`config.mk`:
```
export PLATFORM = sky130hd
export DESIGN_NAME = audio_serializer
export DESIGN_NICKNAME = d
export VERILOG_FILES = /design/src/rtl/audio_pkg.sv /design/src/rtl/bclk_gen.sv /design/src/rtl/audio_serializer.sv
export SDC_FILE = /design/constraint.sdc
export NUM_CORES = 1
export LEC_CHECK = 0
export CELL_PAD_IN_SITES_DETAIL_PLACEMENT = 0
export CELL_PAD_IN_SITES_GLOBAL_PLACEMENT = 2
export CORE_MARGIN = 3
export CORE_UTILIZATION = 30
export CTS_CLUSTER_DIAMETER = 60
export DETAILED_ROUTE_END_ITERATION = 8
export PLACE_DENSITY_LB_ADDON = 0.1
export SKIP_CTS_REPAIR_TIMING = 1
export SYNTH_ARGS = -nofsm -noshare
export SYNTH_HDL_FRONTEND = slang
export SYNTH_SLANG_ARGS = --single-unit
```
`constraint.sdc`:
```
create_clock -name clk -period 3 [get_ports clk]
set_clock_uncertainty 0.05 [all_clocks]
set_input_delay 0.9 -clock clk [delete_from_list [all_inputs] [get_ports clk]]
set_output_delay 0.9 -clock clk [all_outputs]
set_load 0.005 [all_outputs]
```
`src/rtl/audio_pkg.sv`:
```
// Shared constants and slot-bit helper for the I2S audio serializer.
// Slot positions count from the I2S delay bit (0), so the MSB sits at 1 and the LSB at 24.
package audio_pkg;

    localparam int SAMPLE_W     = 24;
    localparam int SLOT_BITS    = 32;
    localparam int FRAME_BITS   = 64;
    localparam int SLOT_POS_MSB = 1;
    localparam int SLOT_POS_LSB = 24;

    localparam int SLOT_CNT_W  = $clog2(SLOT_BITS);
    localparam int FRAME_CNT_W = $clog2(FRAME_BITS);

    // Serial data bit carried at a given slot position; outside the sample window the line is 0.
    function automatic logic slot_data(input logic [SAMPLE_W-1:0] word,
                                       input logic [SLOT_CNT_W-1:0] pos);
        logic [SLOT_CNT_W-1:0] idx;
        idx       = SLOT_CNT_W'(SAMPLE_W) - pos;
        slot_data = 1'b0;
        if (pos >= SLOT_CNT_W'(SLOT_POS_MSB) && pos <= SLOT_CNT_W'(SLOT_POS_LSB)) begin
            slot_data = word[idx];
        end
    endfunction

endpackage

```
`src/rtl/bclk_gen.sv`:
```
// Bit-clock divider: toggles bclk every BCLK_DIV clk cycles and flags the 1->0 toggle.
// fall_evt is high during the clk cycle whose closing edge produces the falling bclk transition.
module bclk_gen #(
    parameter int BCLK_DIV = 4
) (
    input  logic clk,
    input  logic resetn,
    output logic bclk,
    output logic fall_evt
);

    logic [7:0] div_cnt;
    logic       div_wrap;

    assign div_wrap = (div_cnt == 8'(BCLK_DIV - 1));
    assign fall_evt = div_wrap & bclk;

    always_ff @(posedge clk) begin
        if (!resetn) begin
            div_cnt <= 8'd0;
            bclk    <= 1'b0;
        end else if (div_wrap) begin
            div_cnt <= 8'd0;
            bclk    <= ~bclk;
        end else begin
            div_cnt <= div_cnt + 8'd1;
        end
    end

endmodule

```
`src/rtl/audio_serializer.sv`:
```
// Mono I2S master serializer: one 24-bit sample per 64-BCLK frame, duplicated to both slots.
// Every output is a flop; all frame state advances only on BCLK falling edges.
module audio_serializer
    import audio_pkg::*;
#(
    parameter int BCLK_DIV  = 4,
    parameter bit SIGNED_IN = 1'b0
) (
    input  logic                clk,
    input  logic                resetn,
    input  logic [SAMPLE_W-1:0] sample,
    input  logic                mute,
    output logic                aud_bclk,
    output logic                aud_daclrck,
    output logic                aud_dacdat,
    output logic                sample_strobe
);

    logic                   fall_evt;
    logic [FRAME_CNT_W-1:0] bit_cnt;
    logic [FRAME_CNT_W-1:0] bit_next;
    logic [SAMPLE_W-1:0]    shadow;
    logic [SAMPLE_W-1:0]    shadow_next;
    logic [SAMPLE_W-1:0]    sample_conv;
    logic                   frame_start;
    logic                   data_next;

    bclk_gen #(
        .BCLK_DIV (BCLK_DIV)
    ) u_bclk_gen (
        .clk      (clk),
        .resetn   (resetn),
        .bclk     (aud_bclk),
        .fall_evt (fall_evt)
    );

    // Offset-binary input becomes two's complement by flipping the sign bit.
    always_comb begin
        bit_next    = bit_cnt + FRAME_CNT_W'(1);
        frame_start = (bit_next == '0);
        sample_conv = SIGNED_IN ? sample
                                : {~sample[SAMPLE_W-1], sample[SAMPLE_W-2:0]};
        shadow_next = shadow;
        if (frame_start) begin
            shadow_next = mute ? '0 : sample_conv;
        end
        data_next   = slot_data(shadow_next, bit_next[SLOT_CNT_W-1:0]);
    end

    // bit_cnt resets to the last frame bit so the first fall after release begins frame bit 0.
    always_ff @(posedge clk) begin
        if (!resetn) begin
            bit_cnt       <= '1;
            shadow        <= '0;
            aud_daclrck   <= 1'b0;
            aud_dacdat    <= 1'b0;
            sample_strobe <= 1'b0;
        end else begin
            sample_strobe <= fall_evt & frame_start;
            if (fall_evt) begin
                bit_cnt     <= bit_next;
                shadow      <= shadow_next;
                aud_daclrck <= bit_next[FRAME_CNT_W-1];
                aud_dacdat  <= data_next;
            end
        end
    end

endmodule

```
Word-level counts from Yosys, hierarchy flattened
Cells that the tools add are included.
{"block": "word_totals", "reg_bits": 42, "in_bits": 27}
{"block": "op_classes", "add_sub_neg": 3, "n_lt_le_gt_ge": 3, "n_eq_ne": 1, "muxes": 5, "bitwise_logic": 5, "reduce_logical": 3}
{"operator": "two-way mux 24 bit", "count": 2}
{"operator": "adder 8 x 1 -> 8 bit (second input constant)", "count": 1}
{"operator": "equality test 8 x 2 -> 1 bit (second input constant)", "count": 1}
{"operator": "adder 6 x 1 -> 6 bit (second input constant)", "count": 1}
{"operator": "logical NOT 6 bit", "count": 1}
{"operator": "less-than comparator 5 x 6 -> 1 bit (second input constant)", "count": 1}
{"operator": "binary-select mux 1 bit (select 5 bit)", "count": 1}
{"operator": "greater-or-equal comparator 5 x 1 -> 1 bit (second input constant)", "count": 1}
{"operator": "<= comparator 5 bit (second input constant)", "count": 1}
{"operator": "subtractor 5 bit (first input constant)", "count": 1}
{"operator": "inverter 1 bit", "count": 3}
{"operator": "AND 1 bit", "count": 2}
{"operator": "two-way mux 1 bit", "count": 2}
{"operator": "OR reduction 2 bit", "count": 1}
{"operator": "logical AND 1 bit", "count": 1}

Depth between registers and ports, before layout
Gate-level depths: netlist of the first run.
{"block": "depth", "depth_word": 6, "mapped_depth": 11, "depth_no_buf": 9}

By module
A second synthesis of the first run with hierarchy kept.
{"block": "hier_totals", "hier_cells": 301, "area_unflattened_um2": 2528.7}
{"module": "audio_serializer", "instances": 1, "cells_each": 258, "area_each_um2": 2152.1}
{"module": "bclk_gen", "instances": 1, "cells_each": 43, "area_each_um2": 376.6}

Least setup slack after synthesis of the first run
Ideal clock, no wire load.
{"block": "synth_timing", "kind": "reg2reg", "start": "reg bit_cnt[0]", "end": "reg aud_dacdat", "arrival_ns": 2.382, "required_time_ns": 2.849, "path_slack_ns": 0.467, "path_stages_with_launch": 11, "synth_period_minus_slack_ns": 2.533, "path_cell_list": "dfxtp_1 > buf_2 > inv_1 > ha_1 > clkbuf_1 > nor2b_1 > o21ai_0 > xor2_1 > a311o_1 > o311a_1 > o41ai_1"}
{"block": "synth_between", "elab_chain_cells": 6, "elab_cells_between_ends": 10, "cone_classes": "2 x add/sub; 2 x order compare; 4 x mux; 2 x reduce/logical"}
{"element": "from (decl)", "line": "audio_serializer.sv:20", "text": "logic [FRAME_CNT_W-1:0] bit_cnt;"}
{"element": "from (signal assigned)", "line": "audio_serializer.sv:61", "text": "bit_cnt <= bit_next;"}
{"element": "adder 6 x 1 -> 6 bit *", "line": "audio_serializer.sv:39", "text": "bit_next = bit_cnt + FRAME_CNT_W'(1);"}
{"element": "net bit_next[0]", "line": "audio_serializer.sv:21", "text": "logic [FRAME_CNT_W-1:0] bit_next;"}
{"element": "branches (longest 4 deep; another with subtractor 5 bit)"}
{"element": "two-way mux 1 bit *", "line": "audio_pkg.sv:20", "text": "if (pos >= SLOT_CNT_W'(SLOT_POS_MSB) && pos <= SLOT_CNT_W'(SLOT_POS_LSB)) begin"}
{"element": "to (signal assigned)", "line": "audio_serializer.sv:64", "text": "aud_dacdat <= data_next;"}
{"element": "to (decl)", "line": "audio_serializer.sv:15", "text": "output logic aud_dacdat,"}
Mark *: on every way through the listed nets, which the timed path passes. The select of a mux whose other input is x is not followed.
A chain may end at the register's enable or synchronous reset.

Worst setup path after layout of the first run
{"block": "layout_timing", "start": "in mute", "end": "reg aud_dacdat"}
{"block": "layout_between", "elab_chain_cells": 5}
{"element": "from (decl)", "line": "audio_serializer.sv:12", "text": "input logic mute,"}
{"element": "two-way mux 24 bit", "line": "audio_serializer.sv:45", "text": "shadow_next = mute ? '0 : sample_conv;"}
{"element": "two-way mux 24 bit", "line": "audio_serializer.sv:44", "text": "if (frame_start) begin"}
{"element": "binary-select mux 1 bit (select 5 bit)", "line": "audio_pkg.sv:21", "text": "slot_data = word[idx];"}
{"element": "two-way mux 1 bit (not written as such)", "line": "audio_pkg.sv:21"}
{"element": "two-way mux 1 bit", "line": "audio_pkg.sv:20"}
Every way passes these cells. The select of a mux whose other input is x is not followed.

==> results.json, run 1 <==
{
  "synth.most_common_cell": "nand2_1",
  "insertedDiodeCount": 0,
  "synthTopCellsByArea": "dfxtp_1 35%, nand2_1 7.8%, a21boi_0 6.5%, o21ai_0 3.5%, nand3b_1 3.1%",
  "yosysTopAreaCellShare_pct": 34.9,
  "grt.total_usage_pct": 16.0,
  "die_h_um": 95.6,
  "fin_nets": 356,
  "io_buffers": 30,
  "cts-root-buf": "clkbuf_8",
  "cp_data_arrival_time_ns": 2.78,
  "rrSetupSlack_ns": 0.40,
  "die_w_um": 95.6,
  "async_flop_share_pct": 0,
  "tightestPinTransition_ns": 0.529,
  "synth_largest_area_cell": "dfxtp_1",
  "status": "completed",
  "grt_pass1_vias": 2111,
  "r2r_end": "shadow[20]",
  "row_count": 32,
  "grt_pass1_wl_mm": 11.3,
  "min_to": "shadow[5]",
  "grt.overflow.total": 0,
  "required_ns": 3.15,
  "io_pins": 31,
  "power_per_cell_area_mw_per_mm2": 379,
  "hp-start": "shadow[5]",
  "core_area_mm2": 0.00777,
  "cp-start-kind": "input port",
  "fin_crit_sh_pct": 87.5,
  "clockBufferDepth": 2,
  "ys_top_cells_by_count": "50 x nand2_1, 42 x dfxtp_1, 21 x a21boi_0",
  "drc": 0,
  "synthCells": 297,
  "top_layer_used": "met4",
  "cts_max_level": 2,
  "yosys_warnings": 0,
  "rsz0062_at_grt": "false",
  "drv_cap": 0,
  "syn_area_mm2": 0.00241,
  "drtPass1Iterations": 4,
  "worstSetupPathType": "input port to register",
  "leakage_uw": 0.00107,
  "reg2reg_depth": 8,
  "wl_met2_mm": 2.92,
  "cts_tree": "built",
  "ys_types": 50,
  "synth_seq_area_share_pct": 34.9,
  "hpwl_mm": 4.80,
  "synth_nets": 327,
  "drive_gt1_share_pct": 8.87,
  "r2r-start": "u_bclk_gen.div_cnt[0]",
  "areaGrowthSynthToFinish_pct": 21.9,
  "ir_drop_v": 0.000174,
  "start_util_pct": 31.0,
  "placed_area_mm2": 0.00284,
  "clk_latency_ns": 0.30,
  "synth.avg_cell_area_um2": 8.11,
  "cp-end-kind": "register",
  "grt_max_degree": 32,
  "worst_slew_margin_rel_pct": 64.3,
  "synth_edf_count": 0,
  "ys_seq_elements": 42,
  "drtIter0Drc": 70,
  "met3RoutedLength_um": 256,
  "cts_buffers": 5,
  "drv_slew": 0,
  "final-hold-violation-count": 0,
  "wl_met1_mm": 3.57,
  "fin_crit_ns": 2.63,
  "synth_top_flop_cell": "dfxtp_1",
  "antenna_found_initial": 0,
  "antenna_left": 0,
  "hold_depth": 2,
  "stdcell_area_mm2": 0.00293,
  "num-fill-cells": 837,
  "clock_sinks": 42,
  "tns_ns": 0,
  "wl_per_cell_um": 15.9,
  "finalSetupViolCount": 0,
  "vias": 2144,
  "crit_fanout": 30,
  "die_area_mm2": 0.00914,
  "wl_mm": 6.82,
  "viasPerCell": 5.00,
  "fmax_mhz": 381,
  "place_congestion": 0.768,
  "hold_class": "register to register",
  "clk_pin_slew_ns": 0.09
}
worst max-delay path, stage by stage:
cell	delay, ns
clkdlybuf4s50_1	0.47
buf_12	0.19
nor2b_1	0.17
nand2_1	0.07
o21ai_0	0.15
a21oi_1	0.06
nor4_1	0.27
a2111oi_0	0.13
o41ai_1	0.36
sequential cells by signal (all words and copies together), names as in the netlist:
register	cells
shadow	24
u_bclk_gen.div_cnt	8
bit_cnt	6
aud_dacdat	1
aud_daclrck	1
sample_strobe	1
u_bclk_gen.bclk	1
routing by layer:
metal	track usage, %	up-vias
met5	0	-
met4	3.91	0
met3	3.16	6
met2	24.4	40
met1	22.9	1000
li1	-	1098
cell usage in the layout, fill, tap and decap left out, drive strengths merged, types with 2 or more instances in the layout:
master         Yosys  final
o22ai              3      3
and2               7      7
nor4               2      2
mux2i              3      3
o21ai             17     17
o41ai              2      2
or2                2      2
nor3               3      3
a21boi            21     21
xnor2              6      6
nand3             11     11
nor2b             10     10
a211oi             2      2
nand2b             4      4
and3               5      5
or3                6      6
nand4b             3      3
dfxtp             42     42
xor2               8      8
a21oi              6      6
o311a              3      3
nor2              10     10
nand3b            10     10
inv               12     12
ha                 3      3
nand4              3      3
buf                7     14
clkbuf            15      7
clkdlybuf4s50      0     30
nand2             51     51
o311ai             6      6
power by group:
part / switching, µW / internal, µW
clock network: 207 / 186
logic: 70.5 / 74.7
registers: 8.25 / 564
how the worst max path moves through the flow:
stage / slack [ns] / startpoint / cells past startpoint / to
floorplan: 0.47 / bit_cnt[0] / 10 / aud_dacdat
global placement: 0.12 / mute / 5 / aud_dacdat
detailed placement: 0.09 / mute / 8 / aud_dacdat
CTS: 0.35 / u_bclk_gen.div_cnt[0] / 8 / shadow[20]
global route: 0.13 / mute / 9 / aud_dacdat
finish: 0.37 / mute / 9 / aud_dacdat
area by class of cell:
cell class / count / area (µm²) / share of cell area [%]
Sequential cell: 42 / 841 / 28.7
Tap cell: 102 / 128 / 4.35
Inverter: 12 / 45.0 / 1.54
Clock buffer: 7 / 86.3 / 2.94
Multi-Input combinational cell: 221 / 1410 / 48.1
Timing Repair Buffer: 44 / 418 / 14.2
Clock inverter: 1 / 5.00 / 0.171
per-stage QoR:
stage / hold WS (ns) / util, % / power (µW) / std cells / setup slack, ns
2_1_floorplan: 0.388 / - / 664 / 297 / 0.467
3_3_place_gp: 0.399 / 36.6 / 733 / 421 / 0.118
3_5_place_dp: 0.406 / 36.6 / 732 / 421 / 0.0881
4_1_cts: 0.418 / 37.8 / 1130 / 429 / 0.354
5_1_grt: 0.441 / 37.8 / 1160 / 429 / 0.129
6_report: 0.416 / 37.8 / 1110 / 429 / 0.374
cells by family after synthesis:
kind of cell	share of synthesized area (%)
buffers and inverters	6.44
AO/OA/AOI/OAI	22.0
AND/OR/NAND/NOR	28.3
multiplexers	1.72
adder cells (fa/ha/maj)	1.56
flip-flops	34.9
XOR/XNOR	5.09
Power figures use the tool's default switching activity.
==> inputs of run 2 (changes only) <==
--- a/config.mk
+++ b/config.mk
@@ -5,6 +5,7 @@
 export SDC_FILE = /design/constraint.sdc
 export NUM_CORES = 1
 export LEC_CHECK = 0
+export CAP_MARGIN = 10
 export CELL_PAD_IN_SITES_DETAIL_PLACEMENT = 0
 export CELL_PAD_IN_SITES_GLOBAL_PLACEMENT = 2
 export CORE_MARGIN = 3
==> results of run 2 <==
Same layout as run 1: the final DEF is identical, and so are final timing and power.
==> inputs of run 3 (changes only) <==
--- a/config.mk
+++ b/config.mk
@@ -11,6 +11,7 @@
 export CORE_MARGIN = 3
 export CORE_UTILIZATION = 30
 export CTS_CLUSTER_DIAMETER = 60
+export CTS_CLUSTER_SIZE = 16
 export DETAILED_ROUTE_END_ITERATION = 8
 export PLACE_DENSITY_LB_ADDON = 0.1
 export SKIP_CTS_REPAIR_TIMING = 1
==> constraint.sdc (replaced) <==
create_clock -name clk -period 3 [get_ports clk]
set_clock_uncertainty 0.05 [all_clocks]
set_input_delay 0.9 -clock clk [delete_from_list [all_inputs] [get_ports clk]]
set_output_delay 0.9 -clock clk [all_outputs]
set_load 0.05 [all_outputs]
==> results of run 3 <==
Same layout as run 1 (identical final DEF). Status: completed.
Main changes from that run: total power 1110 µW -> 1120 µW
